`config.mk`:
```
export PLATFORM = sky130hd
export DESIGN_NAME = wall_datapath
export DESIGN_NICKNAME = d
export VERILOG_FILES = /design/src/rtl/wall_datapath.sv
export SDC_FILE = /design/constraint.sdc
export NUM_CORES = 1
export LEC_CHECK = 0
export BUFFER_PORTS_ARGS = -buffer_cell sky130_fd_sc_hd__buf_2
export CAP_MARGIN = 25
export CELL_PAD_IN_SITES_DETAIL_PLACEMENT = 1
export CELL_PAD_IN_SITES_GLOBAL_PLACEMENT = 2
export CORE_ASPECT_RATIO = 0.7
export CORE_MARGIN = 2
export CORE_UTILIZATION = 33
export DETAILED_ROUTE_END_ITERATION = 8
export PLACE_DENSITY = 0.77
export SLEW_MARGIN = 30
export SYNTH_ARGS = -nofsm -noshare
export SYNTH_HDL_FRONTEND = slang
export SYNTH_SLANG_ARGS = --single-unit
```
`constraint.sdc`:
```
create_clock -name clk -period 3.95 [get_ports clk]
set_input_delay 0.79 -clock clk [delete_from_list [all_inputs] [get_ports clk]]
set_output_delay 0.79 -clock clk [all_outputs]
set_load 0.02 [all_outputs]
```
`src/rtl/wall_datapath.sv`:
```
// Scrolling wall datapath: wall/gap position, passed-wall count, collision flag,
// and an erase/draw pixel sweep feeding the VGA adapter.
module wall_datapath #(
    parameter int unsigned X_START     = 152,
    parameter int unsigned WALL_W      = 4,
    parameter int unsigned GAP_H       = 32,
    parameter int unsigned PLAYER_W    = 4,
    parameter int unsigned PLAYER_H    = 4,
    parameter int unsigned TICK_DIV    = 833333,
    parameter logic [2:0]  WALL_COLOUR = 3'b010
) (
    input  logic       clk,
    input  logic       resetn,
    input  logic [3:0] state,
    input  logic [7:0] player_x,
    input  logic [6:0] player_y,
    output logic       touched,
    output logic [7:0] wall_x,
    output logic [7:0] passed,
    output logic [7:0] vga_x,
    output logic [6:0] vga_y,
    output logic [2:0] vga_colour,
    output logic       vga_plot,
    output logic       busy
);

    localparam int unsigned ROWS = 120;
    localparam int unsigned TW   = $clog2(TICK_DIV);
    localparam int unsigned CW   = (WALL_W > 1) ? $clog2(WALL_W) : 1;
    localparam logic [3:0]  ST_READY = 4'd5;
    localparam logic [3:0]  ST_MOVE  = 4'd6;
    localparam logic [3:0]  ST_DRAW  = 4'd8;
    localparam logic [6:0]  LFSR_SEED = 7'h5A;

    typedef enum logic [1:0] {SW_IDLE, SW_ERASE, SW_DRAW} sweep_t;

    function automatic logic [6:0] gap_of(input logic [6:0] l);
        return 7'd8 + {1'b0, l[5:0]};
    endfunction

    logic [6:0]    lfsr, gap_y, lfsr_next;
    logic [TW-1:0] tick_q;
    logic          move_due, tick_end, draw_req;

    assign lfsr_next = {lfsr[5:0], lfsr[6] ^ lfsr[5]};
    assign tick_end  = (tick_q == TW'(TICK_DIV - 1));
    assign draw_req  = (state == ST_DRAW);

    // Wall position, gap, move timing and passed count.
    always_ff @(posedge clk) begin
        if (!resetn) begin
            wall_x   <= 8'(X_START);
            lfsr     <= LFSR_SEED;
            gap_y    <= gap_of(LFSR_SEED);
            passed   <= 8'd0;
            tick_q   <= '0;
            move_due <= 1'b0;
        end else if (state == ST_READY) begin
            wall_x   <= 8'(X_START);
            gap_y    <= gap_of(lfsr);
            tick_q   <= '0;
            move_due <= 1'b0;
        end else if (state == ST_MOVE || state == ST_DRAW) begin
            tick_q <= tick_end ? '0 : tick_q + TW'(1);
            if (state == ST_MOVE && move_due) begin
                move_due <= 1'b0;
                if (wall_x != 8'd0) begin
                    wall_x <= wall_x - 8'd1;
                end else begin
                    wall_x <= 8'(X_START);
                    lfsr   <= lfsr_next;
                    gap_y  <= gap_of(lfsr_next);
                    if (passed != 8'hFF) passed <= passed + 8'd1;
                end
            end
            if (tick_end) move_due <= 1'b1;
        end
    end

    // Collision: box overlap in x, not fully inside the gap in y (9-bit math).
    logic [8:0] wx9, px9, py9, gy9;
    logic       xo, in_gap;
    assign wx9    = {1'b0, wall_x};
    assign px9    = {1'b0, player_x};
    assign py9    = {2'b00, player_y};
    assign gy9    = {2'b00, gap_y};
    assign xo     = (px9 <= wx9 + 9'(WALL_W - 1)) && (wx9 <= px9 + 9'(PLAYER_W - 1));
    assign in_gap = (py9 >= gy9) && (py9 + 9'(PLAYER_H - 1) <= gy9 + 9'(GAP_H - 1));

    always_ff @(posedge clk) begin
        if (!resetn) touched <= 1'b0;
        else         touched <= (state != ST_READY) && xo && !in_gap;
    end

    // Sweep FSM state and scan registers.
    sweep_t        sw_q, sw_nxt;
    logic [CW-1:0] col_q, col_nxt;
    logic [6:0]    row_q, row_nxt, sg_q, sg_nxt;
    logic [7:0]    sx_q, sx_nxt, last_x_q, last_x_nxt, pix_base;
    logic          last_valid_q, last_valid_nxt, pend_q, pend_nxt, start, pix_in_gap;

    always_ff @(posedge clk) begin
        if (!resetn) sw_q <= SW_IDLE;
        else         sw_q <= sw_nxt;
    end

    always_comb begin
        sw_nxt         = sw_q;
        col_nxt        = col_q;
        row_nxt        = row_q;
        sx_nxt         = sx_q;
        sg_nxt         = sg_q;
        last_x_nxt     = last_x_q;
        last_valid_nxt = last_valid_q;
        pend_nxt       = pend_q;
        start          = 1'b0;
        pix_base       = 8'd0;
        pix_in_gap     = 1'b0;
        case (sw_q)
            SW_IDLE: start = draw_req;
            default: begin
                if (draw_req) pend_nxt = 1'b1;
                if (row_q == 7'(ROWS - 1)) begin
                    row_nxt = 7'd0;
                    if (col_q == CW'(WALL_W - 1)) begin
                        col_nxt = '0;
                        if (sw_q == SW_ERASE) begin
                            sw_nxt = SW_DRAW;
                        end else begin
                            last_x_nxt     = sx_q;
                            last_valid_nxt = 1'b1;
                            if (pend_q || draw_req) begin
                                start    = 1'b1;
                                pend_nxt = 1'b0;
                            end else begin
                                sw_nxt = SW_IDLE;
                            end
                        end
                    end else begin
                        col_nxt = col_q + CW'(1);
                    end
                end else begin
                    row_nxt = row_q + 7'd1;
                end
            end
        endcase
        if (start) begin
            sx_nxt  = wall_x;
            sg_nxt  = gap_y;
            col_nxt = '0;
            row_nxt = 7'd0;
            sw_nxt  = last_valid_nxt ? SW_ERASE : SW_DRAW;
        end
        // Pixel for the cycle after this edge comes from the next-state scan position.
        pix_base   = (sw_nxt == SW_ERASE) ? last_x_nxt : sx_nxt;
        pix_in_gap = ({1'b0, row_nxt} >= {1'b0, sg_nxt}) &&
                     ({1'b0, row_nxt} <= {1'b0, sg_nxt} + 8'(GAP_H - 1));
    end

    always_ff @(posedge clk) begin
        if (!resetn) begin
            col_q        <= '0;
            row_q        <= 7'd0;
            sx_q         <= 8'd0;
            sg_q         <= 7'd0;
            last_x_q     <= 8'd0;
            last_valid_q <= 1'b0;
            pend_q       <= 1'b0;
            vga_x        <= 8'd0;
            vga_y        <= 7'd0;
            vga_colour   <= 3'd0;
            vga_plot     <= 1'b0;
            busy         <= 1'b0;
        end else begin
            col_q        <= col_nxt;
            row_q        <= row_nxt;
            sx_q         <= sx_nxt;
            sg_q         <= sg_nxt;
            last_x_q     <= last_x_nxt;
            last_valid_q <= last_valid_nxt;
            pend_q       <= pend_nxt;
            vga_plot     <= (sw_nxt != SW_IDLE);
            busy         <= (sw_nxt != SW_IDLE);
            if (sw_nxt != SW_IDLE) begin
                vga_x      <= pix_base + 8'(col_nxt);
                vga_y      <= row_nxt;
                vga_colour <= (sw_nxt == SW_DRAW && !pix_in_gap) ? WALL_COLOUR : 3'd0;
            end
        end
    end

endmodule

```
==> qor.txt <==
Run status: finished, final reports clean
Post-synth ARST share: 0%
IO Port Bufs: 55
Pin slew with the least headroom to its limit: 0.821 ns
Row cnt: 42
Number of setup buffers added after CTS: 0
Syn Area/Cell: 8.18 um2
Setup CP Type: in -> reg
DPL Wire Length: 14300 um
Post-DRT Antenna Nets: 0
Yosys warns: 0
CTS tree: built
Worst IR Drop VDD: 0.179 mV
Die H: 120 um
Worst slack at placement: -0.0567 ns
Synth-to-Final Area Change: 14.4%
Pwr Total: 2.37 mW
Switching share of power: 26.0%
PnR worst setup slack: 0.271 ns
Hold Path Stages: 2
Num CTS Buffers: 9
Maxcap violations: 0
Startpoint Class: primary input
Max transition margin: 45.1%
Vias/cell: 5.25
Hold Crit Class: reg -> reg
I/O pin total: 58
GRT overflow: 0
Comb pwr share: 12.9%
RSZ-0062 raised after global routing: no
Fin crit share: 93.1%
Hold Buf Count CTS: 0
Synth Instances: 780
Worst reg2reg endpoint: vga_colour[1]
CTS H-tree depth: 3
Sequential area share after synthesis: 32.9%
RR Startpoint: row_q[0]
Cell Area, Synth: 6380 um2
Initial Util: 33.7%
Sequential share of power: 45.9%
CTS Sinks: 105
CP Max Fanout: 22
Largest net degree at the start of global routing: 35
Final Hold Fails: 0
Drt wl/cell: 16.9 um
Drt drc: 0
Number of synthesized flops with an enable pin: 0
Worst-path clk slew: 0.07 ns
Total GRT Usage: 18.6%
Critical path capture point type: flip-flop
PD cells: 325 nW/um2
Clock share of power: 41.2%
Area leader, netlist: dfxtp_1
Proportion of layout cells with a drive suffix above 1: 13.2%
Internal Power: 1.75 mW
Hold Path Sink: vga_y[3]
Vias in the first global route: 5857
Nets: 911
Dominant synthesized flop cell: dfxtp_1
Routed WL: 18300 um
Routability Congestion: 0.873
Switching power: 0.617 mW
Worst-case clock skew: 0.0151 ns
R2R Setup Slk: 0.35 ns
Clock Path Buffers: 2
Leak pwr: 2.91 nW
Initial antenna violation count: 0
Post-synth top cells: 105 x dfxtp_1, 105 x nor2_1, 84 x nand2_1
Core Util, Final: 38.6%
Yosys cell types: 74
1st-iter DRT viols: 251
CP Data Required Time: 4.18 ns
Setup Viol. Count Final: 0
First-pass GRT wire length: 30300 um
Synth Register Bits: 105
Reg2reg path depth: 17
Vias: 5667
Final min period: 3.68 ns
Fmax: 272 MHz
WP data arrival: 3.91 ns
Clk_lat worst skew: 0.35 ns
Max Slew Vio Count: 0
Cells taking the most area after synthesis: dfxtp_1 33%, ha_1 11%, nor2_1 6.2%
Worst hold slack: 0.453 ns
Die ar.: 20500 um2
Clk root buf: clkbuf_16
Top cell type's share of synthesized area: 32.9%
ANT cells: 0
Worst hold start: vga_y[3]
Die W: 170 um
CORE AREA: 18900 um2
Post-CTS sizing: 0
DRT Pass-1 Iters: 4
-- cell families after synthesis --
kind of cell	synth area share (%)
adders and majority gates	11.4
other	0.0588
muxes	3.78
xor gates and xnor gates	9.06
buffers and inverters	4.43
DFF	32.9
AOI/OAI and AO/OA	13.9
and+or+nand+nor	24.4
-- metrics by stage --
stage	std cells	cell area (um2)	TNS (ns)
after floorplan	781	6390	0
final	1080	7300	0
after global placement	1064	6980	0
after CTS	1080	7300	0
after detailed placement	1064	6980	-0.0567
after global routing	1080	7300	0
-- how the worst max path moves through the flow --
stage | from | endpoint | slack [ns] | cells after the start
floorplan | state[0] | vga_colour[1] | 0.03 | 15
global placement | state[0] | vga_colour[1] | 0.06 | 15
detailed placement | state[1] | vga_colour[1] | -0.06 | 16
CTS | state[1] | vga_colour[1] | 0.31 | 16
global route | row_q[0] | vga_colour[1] | 0.04 | 16
finish | state[1] | vga_colour[1] | 0.27 | 16
-- area by class of cell --
| cell class | instances | area (um2) |
|---|---|---|
| Multi-Input combinational cell | 609 | 4010 |
| Timing Repair Buffer | 77 | 453 |
| Clock buffer | 10 | 229 |
| Inverter | 31 | 116 |
| Sequential cell | 105 | 2100 |
| Fill cell | 2292 | 11600 |
| Clock inverter | 6 | 90.1 |
| Tap cell | 242 | 303 |
-- layout by cell type (no fill, tap or decap), types with 3 or more instances in the layout --
master and instances:
o2111ai_1 4, nor2_1 105, nand3_1 31, xor2_1 28
ha_1 56, nor4_1 5, a21o_1 8, nand2_1 84
or2_2 4, o21ai_0 23, and2_1 3, dfxtp_1 105
nand2b_1 4, o32ai_1 3, a221oi_1 3, o21ai_1 4
mux2i_1 22, and3_1 7, buf_4 21, nor3_1 21
nor2b_1 5, inv_1 30, and4_1 4, buf_2 55
clkbuf_16 9, nand3b_1 5, xnor2_1 38, or3_1 7
nand4_1 16, a21oi_1 58, a211oi_1 5, o21a_1 6
-- registers in the layout, indices dropped and copies added (netlist names), 2 cells and up --
signal / flops
last_x_q: 8
passed: 8
wall_x: 8
sx_q: 8
row_q: 7
tick_q: 20
vga_y: 7
lfsr: 7
vga_x: 8
sg_q: 7
gap_y: 7
sw_q: 2
col_q: 2
-- critical path, cell delays in order --
cell and delay [ns]:
buf_2 0.14, or4b_4 0.55, o22ai_2 0.26, buf_12 0.21, mux2i_1 0.29, ha_1 0.28, nand2_1 0.09, xnor2_1 0.15
ha_1 0.32, nand3_1 0.11, o21bai_1 0.12, a21oi_1 0.09, nor2_1 0.09, nor3_1 0.05, a211oi_1 0.24, o311ai_1 0.13
-- layer usage --
layer	track usage (%)	routed length (um)	vias to the layer above
li1	-	-	2821
met1	26.6	9540	2753
met2	29.1	7910	79
met3	3.44	641	14
met4	4.11	190	0
met5	0	0	-
-- power by group through the flow --
stage | clock network, mW | registers [mW] | logic [mW]
after detailed placement | 0 | 1.11 | 0.307
after global routing | 1.05 | 1.09 | 0.343
after floorplan | 0 | 1.12 | 0.194
final | 0.976 | 1.09 | 0.306
after global placement | 0 | 1.11 | 0.292
after CTS | 1.01 | 1.09 | 0.309
Note: power is estimated with default switching activity, not from simulation.
